$ cat src/rtl/expr_result_misr.sv
// expr_result_misr: compresses a stream of 90-bit expression results into a
// 32-bit multiple-input signature register and compares the final value with
// a golden signature once the programmed number of samples has been taken.
//
// Ports:
//   clk, reset      clock and synchronous active-high reset
//   start           pulse that begins or restarts a run
//   in_valid/in_ready/in_y   result input handshake
//   expected_sig    golden signature, sampled on entry to DONE
//   busy            high while a run is collecting samples
//   sample_cnt      samples accepted in the current run
//   sig_valid       high once the run has completed
//   signature       current MISR contents
//   match           final signature equals expected_sig
module expr_result_misr #(
   parameter int unsigned        Y_W         = 90,
   parameter int unsigned        SIG_W       = 32,
   parameter int unsigned        NUM_SAMPLES = 256,
   parameter logic [SIG_W-1:0]   POLY        = 32'h04C11DB7,
   parameter logic [SIG_W-1:0]   SEED        = 32'h00000000
) (
   input  logic             clk,
   input  logic             reset,
   input  logic             start,
   input  logic             in_valid,
   output logic             in_ready,
   input  logic [Y_W-1:0]   in_y,
   input  logic [SIG_W-1:0] expected_sig,
   output logic             busy,
   output logic [15:0]      sample_cnt,
   output logic             sig_valid,
   output logic [SIG_W-1:0] signature,
   output logic             match
);

   localparam int unsigned CNT_W = 16;
   localparam logic [CNT_W-1:0] CNT_LAST = CNT_W'(NUM_SAMPLES);

   typedef enum logic [1:0] {
      ST_IDLE = 2'd0,
      ST_RUN  = 2'd1,
      ST_DONE = 2'd2
   } state_t;

   state_t             state_q, state_d;
   logic [SIG_W-1:0]   sig_q, sig_d;
   logic [CNT_W-1:0]   cnt_q, cnt_d;
   logic               match_q, match_d;
   logic               in_ready_q, in_ready_d;
   logic               busy_q, busy_d;
   logic               sig_valid_q, sig_valid_d;

   logic [SIG_W-1:0]   fold_c;
   logic [SIG_W-1:0]   sig_step_c;
   logic [CNT_W-1:0]   cnt_inc_c;
   logic               accept_c;

   // Fold the result bus into one signature-wide word; the top segment is zero-extended.
   always_comb begin
      fold_c = in_y[SIG_W-1:0]
             ^ in_y[2*SIG_W-1:SIG_W]
             ^ SIG_W'(in_y[Y_W-1:2*SIG_W]);
   end

   // One MISR shift with polynomial feedback, then inject the folded sample.
   always_comb begin
      sig_step_c = {sig_q[SIG_W-2:0], 1'b0}
                 ^ (sig_q[SIG_W-1] ? POLY : '0)
                 ^ fold_c;
   end

   // Next-state and next-output logic.
   always_comb begin
      state_d   = state_q;
      sig_d     = sig_q;
      cnt_d     = cnt_q;
      match_d   = match_q;
      accept_c  = in_ready_q && in_valid;
      cnt_inc_c = cnt_q + CNT_W'(1);

      case (state_q)
         ST_IDLE: begin
            if (start) begin
               state_d = ST_RUN;
               sig_d   = SEED;
               cnt_d   = '0;
               match_d = 1'b0;
            end
         end
         ST_RUN: begin
            // A restart wins over a sample accepted in the same cycle.
            if (start) begin
               sig_d   = SEED;
               cnt_d   = '0;
               match_d = 1'b0;
            end else if (accept_c) begin
               sig_d = sig_step_c;
               cnt_d = cnt_inc_c;
               if (cnt_inc_c == CNT_LAST) begin
                  state_d = ST_DONE;
                  match_d = (sig_step_c == expected_sig);
               end
            end
         end
         ST_DONE: begin
            if (start) begin
               state_d = ST_RUN;
               sig_d   = SEED;
               cnt_d   = '0;
               match_d = 1'b0;
            end
         end
         default: begin
            state_d = ST_IDLE;
            sig_d   = SEED;
            cnt_d   = '0;
            match_d = 1'b0;
         end
      endcase

      // Status outputs are registered decodes of the next state.
      in_ready_d  = (state_d == ST_RUN);
      busy_d      = (state_d == ST_RUN);
      sig_valid_d = (state_d == ST_DONE);
   end

   // State and output registers.
   always_ff @(posedge clk) begin
      if (reset) begin
         state_q     <= ST_IDLE;
         sig_q       <= SEED;
         cnt_q       <= '0;
         match_q     <= 1'b0;
         in_ready_q  <= 1'b0;
         busy_q      <= 1'b0;
         sig_valid_q <= 1'b0;
      end else begin
         state_q     <= state_d;
         sig_q       <= sig_d;
         cnt_q       <= cnt_d;
         match_q     <= match_d;
         in_ready_q  <= in_ready_d;
         busy_q      <= busy_d;
         sig_valid_q <= sig_valid_d;
      end
   end

   assign in_ready   = in_ready_q;
   assign busy       = busy_q;
   assign sample_cnt = cnt_q;
   assign sig_valid  = sig_valid_q;
   assign signature  = sig_q;
   assign match      = match_q;

endmodule

$ cat config.mk
export PLATFORM = sky130hd
export DESIGN_NAME = expr_result_misr
export DESIGN_NICKNAME = d
export VERILOG_FILES = /design/src/rtl/expr_result_misr.sv
export SDC_FILE = /design/constraint.sdc
export NUM_CORES = 1
export LEC_CHECK = 0
export CORE_UTILIZATION = 45
export DETAILED_ROUTE_END_ITERATION = 10
export GPL_ROUTABILITY_DRIVEN = 0
export MAX_ROUTING_LAYER = met4
export PLACE_DENSITY = 0.88
export REMOVE_ABC_BUFFERS = 1
export SETUP_SLACK_MARGIN = 0.4
export SLEW_MARGIN = 20
export SYNTH_ARGS = -nofsm -noshare
export SYNTH_HDL_FRONTEND = slang
export SYNTH_SLANG_ARGS = --single-unit
$ cat constraint.sdc
create_clock -name clk -period 5.48 [get_ports clk]
set_input_delay 0.822 -clock clk [delete_from_list [all_inputs] [get_ports clk]]
set_output_delay 0.822 -clock clk [all_outputs]
set_load 0.01 [all_outputs]
# Yosys cells after proc, flatten, opt, wreduce, memory -nomap -nowiden
# Index checks and enable logic that the tools add are counted.
# Widths: inputs -> output; s select.
[op_classes]
n_reduce_logical = 5
n_addsub = 1
mux = 19
eq_ne = 9
bitwise = 4
[ops]
columns = ["cell", "n"]
rows = [
  ["$mux 32", 3],
  ["$pmux 32 s2", 1],
  ["$xor 32x32->32", 2],
  ["$mux 16", 3],
  ["$eq 32x32->1", 1],
  ["$pmux 16 s2", 1],
  ["$xor 32x26->32", 1],
  ["$xor 32x27->32", 1],
  ["$mux 27", 1],
  ["$add 16x1->16 const B", 1],
  ["$eq 16x9->1 const B", 1],
  ["$mux 2", 4],
  ["$ne 3x3->1 const B", 2],
  ["$eq 2x1->1 const B", 2],
  ["$eq 2x2->1 const B", 2],
  ["$mux 1", 4],
  ["$pmux 2 s2", 1],
  ["$reduce_and 3->1", 1],
  ["$logic_not 2->1", 1],
  ["$ne 2x1->1 const B", 1],
  ["$pmux 1 s2", 1],
  ["$reduce_and 2->1", 1],
  ["$reduce_or 2->1", 1],
  ["$logic_and 1x1->1", 1],
]
[totals]
elab_cells = 44
register_bits = 53
input_bits = 126

# Logic depth before layout (Yosys ltp)
# Gate-level depths: netlist of the first run.
[logic_depth]
ltp_word = 8
ltp_mapped = 8

# Worst setup path before layout of the first run
# Ideal clock, no wire load.
[synth_path]
path_kind = "flip-flop to flip-flop"
from = "reg cnt_q[3] (netlist: sample_cnt[3])"
to = "reg sig_valid_q (netlist: sig_valid)"
arrival_time_ps = 2516
path_stages_with_launch = 9
path_slack_ps = 2879
period_less_slack_ps = 2601
cell_sequence = "dfxtp_1 -> buf_2 -> nand4_2 -> or3_2 -> clkbuf_1 -> xnor2_1 -> a2111o_1 -> or4_4 -> a211oi_1"
[synth_via]
elab_chain_len = 7
[synth_lines]
columns = ["item", "line_no", "source"]
rows = [
  ["from (decl)", "47", "logic [CNT_W-1:0] cnt_q, cnt_d;"],
  ["from (signal assigned)", "140", "cnt_q <= cnt_d;"],
  ["$add 16x1->16", "79", "cnt_inc_c = cnt_q + CNT_W'(1);"],
  ["$eq 16x9->1", "99", "if (cnt_inc_c == CNT_LAST) begin"],
  ["$mux 2", "99", ""],
  ["$mux 2", "96", "end else if (accept_c) begin"],
  ["$mux 2", "92", "if (start) begin"],
  ["$pmux 2 s2", "81", "case (state_q)"],
  ["$eq 2x2->1", "124", "sig_valid_d = (state_d == ST_DONE);"],
  ["to (signal assigned)", "144", "sig_valid_q <= sig_valid_d;"],
  ["to (decl)", "51", "logic sig_valid_q, sig_valid_d;"],
]
# Every way passes these cells.
# A chain may end at the register's enable or synchronous reset.

# Final worst setup path of the first run
[layout_path]
from = "in start"
to = "reg cnt_q[5] (netlist: sample_cnt[5])"
[layout_via]
elab_chain_len = 2
[layout_lines]
columns = ["item", "line_no", "source"]
rows = [
  ["from (decl)", "24", "input logic start,"],
  ["$mux 16, or another cell as far along", "92", ""],
  ["$pmux 16 s2 / $reduce_and 2->1 (equally long branches)", "-", ""],
]
# Parallel ways exist; a longest one is shown, timed or not.

==> results of run 1 <==
[routing by layer]
layer / GRT usage, % / up-vias
li1: - / 1843
met1: 31.3 / 1804
met2: 47.8 / 168
met3: 3.56 / 19
met4: 7.05 / 0
met5: - / -
[final cells by class]
type                            count  area, µm²
Multi-Input combinational cell    349       2640
Inverter                            3       11.3
Fill cell                         651       2490
Clock inverter                      1       5.00
Sequential cell                    53       1060
Tap cell                          105        131
Clock buffer                        7       96.3
Timing Repair Buffer              178       1770
[critical path, cell delays in order]
cell and delay, ns:
clkdlybuf4s50_1 0.54, or3b_1 0.50, nor2_2 0.56, buf_4 0.36
a41oi_1 0.17, a311oi_1 0.28
[per-stage QoR]
| stage | cell area [µm²] | setup slack (ns) | power [mW] | utilization [%] |
|---|---|---|---|---|
| CTS | 5720 | 2.43 | 0.933 | 69.6 |
| global placement | 5620 | 2.20 | 0.690 | 68.3 |
| floorplan | 3700 | 2.54 | 0.549 | - |
| global route | 5720 | 2.24 | 0.971 | 69.6 |
| finish | 5720 | 2.43 | 0.931 | 69.6 |
| detailed placement | 5620 | 2.14 | 0.695 | 68.3 |
[worst paths after layout]
check / start / endpoint / slack [ns]
max reg2reg: signature[31] / match / 2.45
min: signature[4] / signature[4] / 0.54
min reg2reg: signature[4] / signature[4] / 0.54
max: start / sample_cnt[5] / 2.43
[kinds of logic (layout without fill, tap and decap cells)]
logic type	count (synthesis)	after routing
adders and majority gates	1	1
buffers and inverters	28	189
muxes	2	2
DFF	53	53
xor gates and xnor gates	120	120
AOI/OAI and AO/OA	90	90
and+or+nand+nor	136	136
[sequential cells by signal, summed over array words and instances, names as in the netlist]
signal	count
sample_cnt	16
busy	1
sig_valid	1
signature	32
state_q	2
match	1
[report_power, final]
part | total (mW) | internal [mW] | switching, mW | leakage, nW
logic | 0.292 | 0.173 | 0.119 | 1.54
clock network | 0.245 | 0.115 | 0.131 | 0.0542
registers | 0.393 | 0.388 | 0.00494 | 0.428
total | 0.931 | 0.676 | 0.254 | 2.02
[cell usage in the layout, fill, tap and decap left out, drive strengths merged, types with 2 or more instances in the layout]
| cell | count |
|---|---|
| a211oi | 3 |
| a21oi | 26 |
| a221oi | 2 |
| a22oi | 22 |
| a311oi | 7 |
| a31oi | 2 |
| and3 | 2 |
| and4 | 2 |
| buf | 2 |
| clkbuf | 7 |
| clkdlybuf4s50 | 176 |
| dfxtp | 53 |
| inv | 3 |
| nand2 | 20 |
| nand2b | 3 |
| nand3 | 7 |
| nand4 | 9 |
| nand4b | 4 |
| nor2 | 61 |
| nor2b | 6 |
| nor3 | 6 |
| nor3b | 4 |
| nor4 | 2 |
| nor4b | 2 |
| o21ai | 15 |
| o221ai | 2 |
| o31ai | 2 |
| or3 | 2 |
| or4 | 3 |
| xnor2 | 78 |
| xnor3 | 15 |
| xor2 | 25 |
| xor3 | 2 |
==> impl_metrics.py, run 1 <==
metrics = {
    "status": {
        "status": "finished clean",
    },
    "clocking": {
        "clk_path_buf_depth": 2,
        "post_cts_resized": 0,
        "clkTransAtPathRegs_ns": 0.10,
        "insertion_delay_ns": 0.30,
        "cts.sinks": 53,
        "clockRootBuffer": "clkbuf_8",
        "cts_made_buffers": 5,
        "htreeDepth": 2,
        "cts_setup_buffers": 0,
        "hold_buffers": 0,
        "tritoncts": "done",
    },
    "worst_hold_path": {
        "hold_depth": 2,
        "hold_class": "flop to flop",
    },
    "sta": {
        "hold_viol_final": 0,
        "setup_total_negative_slack_ns": 0,
        "max_slew_margin_pct": 26.7,
        "post-route-period-util_pct": 55.6,
        "setup_viol": 0,
        "max_slew.worst_pin.slew_ns": 1.10,
        "rsz0062_at_grt": "false",
        "skew_ns": 0.00766,
        "fmax_mhz": 328,
        "slew_viol_final": 0,
        "whs_ns": 0.541,
        "post-route-min-period_ns": 3.05,
    },
    "synth": {
        "syn_area_mm2": 0.00381,
        "synth-seq-cells": 53,
        "synthCells": 430,
        "yosysWarnings": 0,
        "synth-compound-area-share_pct": 15.9,
        "synth_top_family_by_area": "XOR/XNOR gates",
        "synth-simple-area-share_pct": 18.3,
        "synth-adder-area-share_pct": 0.329,
        "synthArstFlopShare_pct": 0,
        "yosysSeqAreaShare_pct": 27.9,
        "synth_cell_types": 56,
        "synth_edf_count": 0,
        "synth.most_common_cell": "xnor2_1",
        "synth_common_cells": "xnor2_1 (78), nor2_1 (61), dfxtp_1 (53), a21oi_1 (26), xor2_1 (25)",
        "synth_mux_area_share_pct": 0.559,
        "synth_area_per_cell_um2": 8.85,
        "synthTopCellsByArea": "dfxtp_1 (28%), xnor2_1 (18%), xnor3_1 (8.9%)",
        "synthFlopType": "dfxtp_1",
        "synth_xor_area_share_pct": 33.8,
        "yosysTopAreaCellShare_pct": 27.9,
        "synth_largest_area_cell": "dfxtp_1",
    },
    "global_routing": {
        "grt_max_degree": 55,
        "grt_pass1_wl_um": 17800,
        "gr-usage-all-layers_pct": 26.7,
        "overflow": 0,
        "antenna_found_initial": 0,
        "grt_pass1_vias": 3717,
    },
    "floorplan": {
        "die-area_mm2": 0.00883,
        "initial_core_util_pct": 46.3,
        "ios": 178,
        "std_cell_rows": 33,
        "die_w_um": 94.0,
        "die_h_um": 94.0,
        "fp.coreArea_mm2": 0.00822,
    },
    "route": {
        "wl_met3_um": 813,
        "drc_errors": 0,
        "dr.max_layer_used": "met4",
        "num_vias": 3834,
        "routedWlPerCell_um": 16.4,
        "routedLengthMet1_um": 4400,
        "antenna_left": 0,
        "first_pass_iters": 4,
        "drt_iter0_markers": 132,
        "via_per_inst": 5.51,
        "wirelength_um": 11400,
        "met2_length_um": 5970,
    },
    "critical_path": {
        "arrival_ns": 3.26,
        "endpoint_kind": "flop",
        "worstSetupPathType": "input port to flop",
        "crit_path_max_fanout": 20,
        "r2r_cells": 6,
        "critPathLaunchType": "input port",
        "cp.required_ns": 5.69,
    },
    "placement": {
        "dp.cells": 688,
        "portBuffers": 177,
        "hpwlAfterDp_um": 8930,
    },
    "finish": {
        "layout.nets": 717,
        "syn_to_final_growth_pct": 50.3,
        "antenna_cells": 0,
        "drive_above_1_share_pct": 3.72,
        "final_cell_count_no_fill": 696,
    },
    "power": {
        "irDropWorstVdd_mv": 0.109,
        "p_per_area_mw_per_mm2": 163,
        "p_leak_nw": 2.02,
    },
    "flow_run": {
        "maxCapViolations": 0,
    },
}
Power figures use the tool's default switching activity.
==> run 2, diff against run 1 <==
--- a/config.mk
+++ b/config.mk
@@ -5,11 +5,11 @@
 export SDC_FILE = /design/constraint.sdc
 export NUM_CORES = 1
 export LEC_CHECK = 0
-export CORE_UTILIZATION = 45
+export CORE_UTILIZATION = 38
 export DETAILED_ROUTE_END_ITERATION = 10
 export GPL_ROUTABILITY_DRIVEN = 0
 export MAX_ROUTING_LAYER = met4
-export PLACE_DENSITY = 0.88
+export PLACE_DENSITY = 0.79
 export REMOVE_ABC_BUFFERS = 1
 export SETUP_SLACK_MARGIN = 0.4
 export SLEW_MARGIN = 20
==> constraint.sdc (replaced) <==
create_clock -name clk -period 2.6 [get_ports clk]
set_input_delay 0.39 -clock clk [delete_from_list [all_inputs] [get_ports clk]]
set_output_delay 0.39 -clock clk [all_outputs]
set_load 0.01 [all_outputs]
==> run 2 against run 1 <==
Effect of this change: sequential cell count stayed put; critical endpoint is now match; critical path depth is 1 higher; final cell count is 9.5% higher; via count is 3.1% higher; first-iteration DRC count is 16% lower; highest routed layer unchanged.
==> impl_metrics.py, run 2 (same netlist as run 1, synthesis figures left out) <==
metrics = {
    "status": {
        "status": "finished clean",
    },
    "worst_hold_path": {
        "hp-start": "start",
        "hold_depth": 3,
        "min_to": "state_q[1]",
        "hold_class": "input port to flop",
    },
    "finish": {
        "mostFrequentLayoutCells": "clkdlybuf4s50_1 (169), xnor2_1 (71), nor2_1 (59)",
        "seqCellArea_mm2": 0.00108,
        "fillers": 799,
        "layout.nets": 755,
        "antenna_cells": 0,
        "drive_above_1_share_pct": 13.5,
        "largest_reg_flops": 32,
        "syn_to_final_growth_pct": 64.4,
        "final_common_cell": "clkdlybuf4s50_1",
        "multi_input_area_mm2": 0.00277,
        "final_cell_count_no_fill": 762,
    },
    "sta": {
        "whs_ns": 0.460,
        "skew_ns": 0.00830,
        "rsz0062_at_grt": "true",
        "setup_viol": 0,
        "hold_viol_final": 0,
        "max_slew.worst_pin.slew_ns": 0.845,
        "setup_total_negative_slack_ns": 0,
        "slew_viol_final": 0,
        "post-route-period-util_pct": 90.7,
        "setup_slack_ns": 0.242,
        "fmax_mhz": 424,
        "max_slew_margin_pct": 43.7,
        "post-route-min-period_ns": 2.36,
    },
    "floorplan": {
        "ios": 178,
        "std_cell_rows": 36,
        "die_h_um": 102,
        "initial_core_util_pct": 39.1,
        "die_w_um": 102,
        "die-area_mm2": 0.0104,
        "fp.coreArea_mm2": 0.00973,
    },
    "critical_path": {
        "crit_path_max_fanout": 2,
        "timing.rr.end": "sig_valid",
        "critPathMostFrequentCell": "or4_4",
        "slowest_stage": "or4_4",
        "cp.required_ns": 2.82,
        "r2r_slack_ns": 0.29,
        "endpoint_kind": "flop",
        "critPathLaunchType": "input port",
        "rr_startpoint": "sample_cnt[0]",
        "worstSetupPathType": "input port to flop",
        "arrival_ns": 2.58,
        "cp_cell_sequence": "clkdlybuf4s50_1 > xnor2_2 > xnor3_1 > nand4_1 > or4_4 > or4_4 > o41ai_2",
        "cpPeakStageDelay_ns": 0.48,
        "r2r_cells": 7,
    },
    "route": {
        "drt_iter0_markers": 111,
        "routedWlPerCell_um": 16.3,
        "antenna_left": 0,
        "wirelength_um": 12400,
        "drc_errors": 0,
        "first_pass_iters": 4,
        "num_vias": 3951,
        "via_per_inst": 5.19,
    },
    "flow_run": {
        "maxCapViolations": 0,
    },
    "placement": {
        "portBuffers": 177,
        "dp_slack_ns": -0.140,
        "dp.cells": 745,
        "hpwlAfterDp_um": 9580,
    },
    "clocking": {
        "clockRootBuffer": "clkbuf_8",
        "htreeDepth": 2,
        "hold_buffers": 0,
        "cts.sinks": 53,
        "clkTransAtPathRegs_ns": 0.11,
        "cts_made_buffers": 5,
        "clk_path_buf_depth": 2,
        "insertion_delay_ns": 0.31,
        "tritoncts": "done",
    },
    "global_routing": {
        "grt_max_degree": 40,
        "grt_pass1_vias": 3962,
        "grt_pass1_wl_um": 19200,
        "gr-usage-all-layers_pct": 24.7,
        "overflow": 0,
        "antenna_found_initial": 0,
    },
    "power": {
        "irDropWorstVdd_mv": 0.234,
        "p_leak_nw": 2.37,
        "p_per_area_mw_per_mm2": 350,
    },
}
-- run 2: cell count changes in the layout (fill, tap and decap cells not counted), moves of 3 or more --
cell	before	now
buf_4	1	36
dfxtp_1	53	45
clkdlybuf4s50_1	176	169
dlymetal6s2s_1	0	7
xnor2_1	78	71
xnor2_2	0	7
dfxtp_2	0	5
dfxtp_4	0	3
-- run 2: how the worst max path moves through the flow --
stage,from,end,slack (ns),cells after the start
floorplan,signature[31],match,-0.10,6
finish,in_y[64],match,0.24,7
global placement,start,match,-0.08,7
global route,in_y[6],match,0.15,7
detailed placement,start,match,-0.14,7
CTS,start,match,0.22,7
-- run 2: final cells by class --
| type | instances | share of cell area, % |
|---|---|---|
| clock buffers | 5 | 1.10 |
| inverters | 3 | 0.180 |
| flip-flops and latches | 53 | 17.2 |
| clock inverters | 3 | 1.10 |
| multi-input cells | 349 | 44.2 |
| repair buffers | 216 | 33.5 |
| well taps | 133 | 2.66 |
-- run 2: routing by layer --
metal | share of wire [%] | track usage [%] | up-vias
li1 | - | - | 1912
met1 | 39 | 26.9 | 1873
met2 | 54 | 45.7 | 152
met3 | 5.9 | 4.51 | 14
met4 | 1.5 | 6.59 | 0
met5 | 0 | - | -
-- run 2: what timing repair did --
action,4_1_cts,5_1_grt
resized for setup,20,23
setup buffers,4,5
endpoints found under the setup margin,5,5
pin swaps,3,18
-- run 2: critical path: cells and delay by family --
| kind | cells | cell delay [ns] |
|---|---|---|
| buf+inv | 1 | 0.46 |
| xor+xnor | 2 | 0.46 |
| simple gates | 3 | 1.00 |
| compound gates | 1 | 0.27 |
-- run 2: where the power goes --
part,total (mW),switching [mW],internal (mW),leakage [nW]
sequential,0.823,0.00754,0.816,0.433
clock,0.685,0.297,0.388,0.0687
combinational,0.681,0.275,0.406,1.87
-- run 2: through the flow --
stage               utilization (%)  power [mW]  instance area (µm²)
finish                         64.3        2.19                 6260
global route                   64.3        2.28                 6260
CTS                            62.9        2.18                 6120
detailed placement             60.4        1.50                 5880
global placement               60.4        1.49                 5880
floorplan                         -        1.16                 3700
==> run 3, diff against run 2 <==
--- a/config.mk
+++ b/config.mk
@@ -5,11 +5,11 @@
 export SDC_FILE = /design/constraint.sdc
 export NUM_CORES = 1
 export LEC_CHECK = 0
-export CORE_UTILIZATION = 38
+export CORE_UTILIZATION = 45
 export DETAILED_ROUTE_END_ITERATION = 10
 export GPL_ROUTABILITY_DRIVEN = 0
 export MAX_ROUTING_LAYER = met4
-export PLACE_DENSITY = 0.79
+export PLACE_DENSITY = 0.88
 export REMOVE_ABC_BUFFERS = 1
 export SETUP_SLACK_MARGIN = 0.4
 export SLEW_MARGIN = 20
==> constraint.sdc (replaced) <==
create_clock -name clk -period 2.8 [get_ports clk]
set_input_delay 0.42 -clock clk [delete_from_list [all_inputs] [get_ports clk]]
set_output_delay 0.42 -clock clk [all_outputs]
set_load 0.01 [all_outputs]
==> run 3 against run 2 <==
Effect of this change: core utilization is 8.8 points higher; critical path depth stayed put; global-route usage is 3.9 points higher; via count is 0.15% lower; register-to-register slack better by 0.16 ns; first-iteration DRC count stayed put.
==> impl_metrics.py, run 3 (same netlist as run 1, synthesis figures left out) <==
metrics = {
    "status": {
        "status": "finished clean",
    },
    "critical_path": {
        "r2r_slack_ns": 0.45,
        "arrival_ns": 2.58,
        "critPathLaunchType": "input port",
        "endpoint_kind": "flop",
        "crit_path_max_fanout": 2,
        "worstSetupPathType": "input port to flop",
        "r2r_cells": 6,
        "timing.rr.end": "state_q[1]",
        "rr_startpoint": "sample_cnt[10]",
        "cp.required_ns": 3.02,
    },
    "sta": {
        "post-route-min-period_ns": 2.36,
        "setup_total_negative_slack_ns": 0,
        "slew_viol_final": 0,
        "max_slew.worst_pin.slew_ns": 0.633,
        "fmax_mhz": 424,
        "post-route-period-util_pct": 84.3,
        "rsz0062_at_grt": "false",
        "setup_viol": 0,
        "skew_ns": 0.00594,
        "whs_ns": 0.494,
        "max_slew_margin_pct": 57.8,
        "hold_viol_final": 0,
    },
    "route": {
        "via_per_inst": 5.50,
        "first_pass_iters": 6,
        "num_vias": 3945,
        "routedWlPerCell_um": 17.2,
        "wirelength_um": 12300,
        "antenna_left": 0,
        "drc_errors": 0,
        "drt_iter0_markers": 111,
    },
    "finish": {
        "drive_above_1_share_pct": 11.4,
        "antenna_cells": 0,
        "fin_area_mm2": 0.00601,
        "final_common_cell": "clkdlybuf4s50_1",
        "layout.nets": 740,
        "largest_reg_flops": 32,
        "final_cell_count_no_fill": 717,
        "final_core_util_pct": 73.1,
        "fillers": 626,
        "syn_to_final_growth_pct": 57.9,
        "mostFrequentLayoutCells": "clkdlybuf4s50_1 (175), xnor2_1 (73), nor2_1 (60)",
    },
    "clocking": {
        "cts.sinks": 53,
        "cts_made_buffers": 5,
        "tritoncts": "done",
        "clk_path_buf_depth": 2,
        "htreeDepth": 2,
        "clockRootBuffer": "clkbuf_8",
        "clkTransAtPathRegs_ns": 0.10,
        "insertion_delay_ns": 0.30,
    },
    "floorplan": {
        "fp.coreArea_mm2": 0.00822,
        "std_cell_rows": 33,
        "die_w_um": 94.0,
        "die_h_um": 94.0,
        "ios": 178,
        "die-area_mm2": 0.00883,
        "initial_core_util_pct": 46.3,
    },
    "global_routing": {
        "overflow": 0,
        "grt_pass1_wl_um": 18800,
        "gr-usage-all-layers_pct": 28.6,
        "grt_max_degree": 33,
        "antenna_found_initial": 0,
        "grt_pass1_vias": 3964,
    },
    "power": {
        "sw_frac_of_total_pct": 28.4,
        "power_frac_comb_pct": 34.4,
        "p_per_area_mw_per_mm2": 298,
        "intPower_mw": 1.28,
        "p_leak_nw": 2.18,
        "switchingPower_mw": 0.508,
        "p_seq_share_pct": 42.6,
        "irDropWorstVdd_mv": 0.215,
        "clockPowerShare_pct": 23.0,
    },
    "worst_hold_path": {
        "min_to": "sample_cnt[6]",
        "hold_class": "flop to flop",
        "hold_depth": 1,
        "hp-start": "sample_cnt[6]",
    },
    "placement": {
        "dpl_cell_area_mm2": 0.00574,
        "dp.cells": 704,
        "portBuffers": 177,
        "hpwlAfterDp_um": 9490,
    },
    "flow_run": {
        "maxCapViolations": 0,
    },
}
run 3: changes by cell type in the layout (fill, tap and decap cells not counted), moves of 3 or more:
cell / before / now
buf_4: 36 / 23
clkdlybuf4s50_1: 169 / 175
dfxtp_1: 45 / 41
dfxtp_4: 3 / 6
dlymetal6s2s_1: 7 / 1
run 3: per-layer routing:
| metal | GRT usage, % | up-vias | share of wire, % |
|---|---|---|---|
| met2 | 51.3 | 200 | 52 |
| met5 | - | - | 0 |
| li1 | - | 1884 | - |
| met3 | 4.77 | 36 | 6.8 |
| met4 | 11.2 | 0 | 3.4 |
| met1 | 31.5 | 1825 | 38 |
run 3: layout make-up:
| type | instances | area [µm²] | share of cell area, % |
|---|---|---|---|
| Inverter | 3 | 11.3 | 0.187 |
| Sequential cell | 53 | 1090 | 18.2 |
| Tap cell | 105 | 131 | 2.19 |
| Timing Repair Buffer | 201 | 1950 | 32.5 |
| Multi-Input combinational cell | 349 | 2750 | 45.7 |
| Clock buffer | 5 | 68.8 | 1.15 |
| Clock inverter | 1 | 5.00 | 0.0833 |
run 3: how the worst max path moves through the flow:
stage | slack (ns) | end | cells after the start | start
after global placement | 0.13 | match | 7 | start
final | 0.44 | match | 7 | in_y[85]
after global routing | 0.39 | match | 7 | in_y[61]
after CTS | 0.40 | state_q[1] | 6 | sample_cnt[3]
after detailed placement | 0.09 | match | 7 | start
after floorplan | 0.1 | match | 6 | signature[31]
run 3: through the flow:
stage / total power [mW] / setup WS, ns
6_report: 1.79 / 0.439
4_1_cts: 1.79 / 0.399
3_5_place_dp: 1.38 / 0.0915
2_1_floorplan: 1.07 / 0.0978
3_3_place_gp: 1.36 / 0.133
5_1_grt: 1.87 / 0.385
run 3: power by group through the flow:
| stage | Combinational [mW] | Clock, mW | Sequential (mW) |
|---|---|---|---|
| after floorplan | 0.287 | 0 | 0.788 |
| after global placement | 0.579 | 0 | 0.786 |
| after detailed placement | 0.592 | 0 | 0.786 |
| after CTS | 0.602 | 0.418 | 0.767 |
| after global routing | 0.663 | 0.446 | 0.765 |
| final | 0.617 | 0.412 | 0.763 |
run 3: worst max-delay path: stages:
cell,delay (ns)
clkdlybuf4s50_1,0.43
xnor2_1,0.34
xnor3_1,0.29
nand4_1,0.08
or4_1,0.41
or4_4,0.42
o41ai_2,0.19
run 3: what timing repair did:
action                                  4_1_cts  5_1_grt
endpoints found under the setup margin        5        5
hold buffers                                  0        0
pin swaps                                     3        6
buffers inserted                              4        3
cloned                                        0        0
resized for setup                            18       22
